### src/rtl/delay_var.sv
// rtl/delay_var.sv - runtime-programmable delay line for data plus valid tag
// Circular buffer read at (wp - delay_cur); delay changes flush the tags and refill.
module delay_var #(
    parameter int WIDTH         = 1,
    parameter int MAX_DELAY     = 16,
    parameter int SEL_WIDTH     = 5,
    parameter int DEFAULT_DELAY = 1
) (
    input  logic                 clk,
    input  logic                 reset,
    input  logic                 enable,
    input  logic [SEL_WIDTH-1:0] delay_sel,
    input  logic                 in_valid,
    input  logic [WIDTH-1:0]     in,
    output logic [WIDTH-1:0]     out,
    output logic                 out_valid,
    output logic [SEL_WIDTH-1:0] delay_cur,
    output logic                 busy
);

    localparam int PW = (MAX_DELAY > 1) ? $clog2(MAX_DELAY) : 1;
    localparam logic [SEL_WIDTH-1:0] MAX_SEL = SEL_WIDTH'(MAX_DELAY);
    localparam logic [SEL_WIDTH-1:0] DEF_SEL = SEL_WIDTH'(DEFAULT_DELAY);
    localparam logic [PW-1:0]        WP_LAST = PW'(MAX_DELAY - 1);
    localparam logic [SEL_WIDTH:0]   MAX_EXT = {1'b0, MAX_SEL};

    typedef enum logic {
        FILL = 1'b0,
        RUN  = 1'b1
    } state_t;

    state_t                 state_q, state_d;
    logic [WIDTH-1:0]       data_q  [MAX_DELAY];
    logic [WIDTH-1:0]       data_d  [MAX_DELAY];
    logic [MAX_DELAY-1:0]   valid_q, valid_d;
    logic [PW-1:0]          wp_q, wp_d;
    logic [SEL_WIDTH-1:0]   fill_cnt_q, fill_cnt_d;
    logic [SEL_WIDTH-1:0]   delay_cur_q, delay_cur_d;

    logic [SEL_WIDTH-1:0]   dreq;
    logic                   change;
    logic                   fill_done;
    logic [SEL_WIDTH:0]     rd_sum;
    logic [PW-1:0]          rd_idx;

    always_comb begin
        dreq      = (delay_sel > MAX_SEL) ? MAX_SEL : delay_sel;
        change    = enable && (dreq != delay_cur_q);
        fill_done = (delay_cur_q == '0) || (fill_cnt_q == delay_cur_q - SEL_WIDTH'(1));
    end

    // State register
    always_ff @(posedge clk or posedge reset) begin
        if (reset) begin
            state_q <= FILL;
        end else begin
            state_q <= state_d;
        end
    end

    // Next-state logic: a delay change outranks fill completion
    always_comb begin
        state_d = state_q;
        if (enable) begin
            if (change) begin
                state_d = FILL;
            end else if (state_q == FILL && fill_done) begin
                state_d = RUN;
            end
        end
    end

    // Datapath next values
    always_comb begin
        data_d      = data_q;
        valid_d     = valid_q;
        wp_d        = wp_q;
        fill_cnt_d  = fill_cnt_q;
        delay_cur_d = delay_cur_q;
        if (enable) begin
            if (change) begin
                valid_d     = '0;
                fill_cnt_d  = '0;
                delay_cur_d = dreq;
            end else if (state_q == FILL) begin
                fill_cnt_d = fill_cnt_q + SEL_WIDTH'(1);
            end
            data_d[wp_q]  = in;
            valid_d[wp_q] = in_valid && !change;
            wp_d          = (wp_q == WP_LAST) ? '0 : wp_q + PW'(1);
        end
    end

    always_ff @(posedge clk or posedge reset) begin
        if (reset) begin
            for (int i = 0; i < MAX_DELAY; i++) begin
                data_q[i] <= '0;
            end
            valid_q     <= '0;
            wp_q        <= '0;
            fill_cnt_q  <= '0;
            delay_cur_q <= DEF_SEL;
        end else begin
            data_q      <= data_d;
            valid_q     <= valid_d;
            wp_q        <= wp_d;
            fill_cnt_q  <= fill_cnt_d;
            delay_cur_q <= delay_cur_d;
        end
    end

    // Read slot (wp - D) mod MAX_DELAY, kept non-negative by adding MAX_DELAY first
    always_comb begin
        rd_sum = {1'b0, SEL_WIDTH'(wp_q)} + MAX_EXT - {1'b0, delay_cur_q};
        if (rd_sum >= MAX_EXT) begin
            rd_sum = rd_sum - MAX_EXT;
        end
        rd_idx = rd_sum[PW-1:0];
    end

    // Output logic
    always_comb begin
        busy      = (state_q == FILL);
        delay_cur = delay_cur_q;
        if (delay_cur_q == '0) begin
            out       = in;
            out_valid = in_valid;
        end else begin
            out       = data_q[rd_idx];
            out_valid = valid_q[rd_idx] && (state_q == RUN);
        end
    end

endmodule

### config.mk
export PLATFORM = sky130hd
export DESIGN_NAME = delay_var
export DESIGN_NICKNAME = d
export VERILOG_FILES = /design/src/rtl/delay_var.sv
export SDC_FILE = /design/constraint.sdc
export NUM_CORES = 1
export LEC_CHECK = 0
export BUFFER_PORTS_ARGS = -buffer_cell sky130_fd_sc_hd__buf_2
export CAP_MARGIN = 25
export CORE_ASPECT_RATIO = 0.6
export CORE_MARGIN = 2
export CORE_UTILIZATION = 58
export DETAILED_ROUTE_END_ITERATION = 10
export PLACE_DENSITY = 0.77
export RECOVER_POWER = 25
export REMOVE_ABC_BUFFERS = 1
export SLEW_MARGIN = 20
export SYNTH_ARGS = -nofsm -noshare
export SYNTH_HDL_FRONTEND = slang
export SYNTH_SLANG_ARGS = --single-unit
### constraint.sdc
create_clock -name clk -period 8.5 [get_ports clk]
set_input_delay 1.7 -clock clk [delete_from_list [all_inputs] [get_ports clk]]
set_output_delay 1.7 -clock clk [all_outputs]
set_load 0.02 [all_outputs]
==> flow_summary.toml <==
[synthesis]
syn_area_per_cell_um2 = 10.3
synth.cell_area_mm2 = 0.00275
postSynthCellCount = 266
proportion_of_netlist_area_held_by_the_largest_area_contributor = 0.418
ys_warn_count = 0
netlist_top_cells_area = "sky130_fd_sc_hd__dfrtp_1, sky130_fd_sc_hd__mux2_2, sky130_fd_sc_hd__o21ai_0, sky130_fd_sc_hd__ha_1, sky130_fd_sc_hd__o22ai_1"
yosys.area.top_type = "sky130_fd_sc_hd__dfrtp_1"
ys_seq_area_frac = 0.428
ys_ff_latch = 47
synth.distinct_cells = 46
synthArstFlopShare = 1.00
synth_edf_count = 0
postSynth.topFlopCell = "sky130_fd_sc_hd__dfrtp_1"

[die]
chipHeight_um = 57.4
die_area_mm2 = 0.00533
start_util = 0.603
core_region_area_mm2 = 0.00456
boundaryPins = 18
die_width_um = 92.9
rows = 19

[layout]
layout.cells.most_common_list = "sky130_fd_sc_hd__dfrtp_1, sky130_fd_sc_hd__o21ai_0, sky130_fd_sc_hd__nor2_1"
total_of_fill_cells_in_the_finished_design = 353
num_antenna_cells = 0
final_net_count = 297
regArea_mm2 = 0.00118
drive_gt1_frac = 0.205
area_growth_pct = 8.64
layout_commonest_cell = "sky130_fd_sc_hd__dfrtp_1"
design_area_mm2 = 0.00299
multi_input_comb_area_mm2 = 0.00145

[timing]
timing_max_transition_violations_final = 48
final.period_utilization = 0.608
timing.clock.skew_ns = 0.00403
worst_pin_slew_ns = 2.06
timing.max_slew.rel_slack = -0.383
timing.setup.tns_ns = 0
report.final.setup_viol = 0
layout_min_cycle_time_ns = 5.17
setup_repair_after_global_routing_missed_its_margin = "false"
hold_violations = 0
achievable-frequency_ghz = 0.193

[grt]
gr-total-overflow = 0
grt_start_max_net_pins = 48
global_route_wire_length_before_repair_um = 10300
initial_antenna_violation_count = 0
grt_pass1_vias = 1985
grtUsageTotal = 0.254

[pwr]
ratio_of_total_power_to_cell_area_mw_per_mm2 = 292
maximum_vdd_ir_drop_uv = 156
static-leakage-power_uw = 0.00131

[detailed_routing]
drt_drc_violations_left = 0
wire_length_per_cell_um = 17.9
via_count_of_the_routed_design = 2152
drt_first_iter_violations = 197
drtPass1Iterations = 7
post_drt_via_cell_ratio = 6.31
routed_wl_um = 6100
postRouteAntennaNets = 0

[outcome]
failing_checks = "max-capacitance violations, max-slew violations"
outcome = "finished, violations left"

[min_path]
timing.hold.worst_path_depth = 1
hp-class = "flop to flop"
holdCritStartpoint = "data_q[8]"
worst_hold_path.endpoint = "data_q[8]"

[cts]
resized_gates_after_cts = 0
cts-buffers-inserted = 5
post_cts_buffers = 0
tritoncts_clock_tree = "done"
cts_buffer_depth = 2
clk_latency_ns = 0.30
cts_hold_buffers = 0
cts-htree-levels = 2
clkSinkCount = 47
cell_at_the_root_of_the_clock_tree = "sky130_fd_sc_hd__clkbuf_8"
cts.reportedPaths.clkPinSlew_ns = 0.09

[worst_setup_path]
cpMostUsedCell = "sky130_fd_sc_hd__inv_1"
r2r_setup_slack_ns = 6.42
crit-reg2reg-capture = "valid_q[3]"
worst-endpoint-arrival_ns = 3.47
worstSetupStartpointType = "flop"
cp-end-kind = "output port"
worst_path_max_delay_cell = "sky130_fd_sc_hd__fa_1"
timing.critical_path.cells = "inv_1 -> ha_1 -> inv_1 -> fa_1 -> mux4_2 -> o2bb2ai_1 -> a311oi_1 -> a221o_1 -> buf_2"
cpPeakStageDelay_ns = 1.00
worstReg2RegStart = "delay_cur[4]"
cp_data_required_time_ns = 6.80
setup.worst_path.class = "flop to output port"
worstPathMaxFanout = 13
reg2reg_depth = 6

[place]
detailedPlacementHpwl_um = 4270
placed_instance_area_mm2 = 0.00285
io_buffers = 17
routability_congestion_estimate_from_global_placement = 0.832

[flow_run]
maxCapViolCount = 1
state kept, by name, indices dropped and copies added (netlist names):
signal / count
fill_cnt_q: 5
data_q: 16
delay_cur: 5
state_q: 1
wp_q: 4
valid_q: 16
cell usage after synthesis, types with 3 or more instances:
master                      instances
sky130_fd_sc_hd__o22ai_1           15
sky130_fd_sc_hd__o2bb2ai_1          4
sky130_fd_sc_hd__xor2_1             3
sky130_fd_sc_hd__dfrtp_1           46
sky130_fd_sc_hd__a31oi_1            5
sky130_fd_sc_hd__nor2b_1            6
sky130_fd_sc_hd__buf_2              4
sky130_fd_sc_hd__a21o_1             4
sky130_fd_sc_hd__mux4_2             4
sky130_fd_sc_hd__nand4_2            3
sky130_fd_sc_hd__nor3_1             4
sky130_fd_sc_hd__o211ai_1           3
sky130_fd_sc_hd__nand2_1           16
sky130_fd_sc_hd__nand3_1            7
sky130_fd_sc_hd__ha_1               9
sky130_fd_sc_hd__a21oi_1            5
sky130_fd_sc_hd__mux2_2            16
sky130_fd_sc_hd__o21ai_0           24
sky130_fd_sc_hd__nand2b_1           6
sky130_fd_sc_hd__xnor2_1            8
sky130_fd_sc_hd__inv_1             12
sky130_fd_sc_hd__clkbuf_1           9
sky130_fd_sc_hd__mux2i_1            8
sky130_fd_sc_hd__nor2_1            20
where the power goes:
part	switching, uW	total (uW)	internal, uW
registers	46.8	320	273
clock network	79.5	197	117
logic	204	357	153
cell type report:
cell class                 count  share of cell area
clock inverter                 3              0.0226
multi-input combinational    192               0.486
clock buffer                   5              0.0230
tap                           63              0.0264
timing repair buffer          19              0.0331
sequential                    47               0.394
inverter                      12              0.0155
routing by layer:
metal / up-vias / part of all wire / track usage
met5: - / 0 / 0
met4: 0 / 0.0049 / 0.0483
met3: 5 / 0.11 / 0.0621
met2: 121 / 0.40 / 0.327
met1: 1027 / 0.49 / 0.427
li1: 999 / - / -
through the flow:
step,cells,hold slack (ns),worst slack (ns),power (uW),utilization
floorplan,251,0.456,3.94,580,-
global placement,332,0.484,3.77,661,0.623
detailed placement,332,0.494,3.69,675,0.623
CTS,340,0.514,3.34,871,0.653
global route,341,0.516,3.16,926,0.655
finish,341,0.511,3.33,874,0.655
critical path, delay by kind of cell, from the launching register on:
kind	cells	cell delay, ns
fa+ha+maj	2	1.17
mux	1	0.60
compound gates	3	0.57
flops	1	0.42
buf+inv	3	0.39
worst max path at each step:
stage | cells past startpoint | start | endpoint
5_1_grt | 9 | wp_q[0] | out_valid
2_1_floorplan | 7 | delay_cur[0] | out_valid
4_1_cts | 9 | wp_q[0] | out_valid
6_report | 9 | wp_q[0] | out_valid
3_5_place_dp | 8 | delay_cur[0] | out_valid
3_3_place_gp | 8 | delay_cur[0] | out_valid
cell families after synthesis:
group                    synth area share
AND/OR/NAND/NOR                     0.137
flip-flops                          0.428
AO/OA/AOI/OAI                       0.180
buffers and inverters              0.0446
XOR/XNOR                           0.0350
adder cells (fa/ha/maj)            0.0482
multiplexers                        0.127
No activity file was read; power rests on OpenSTA's default activity.
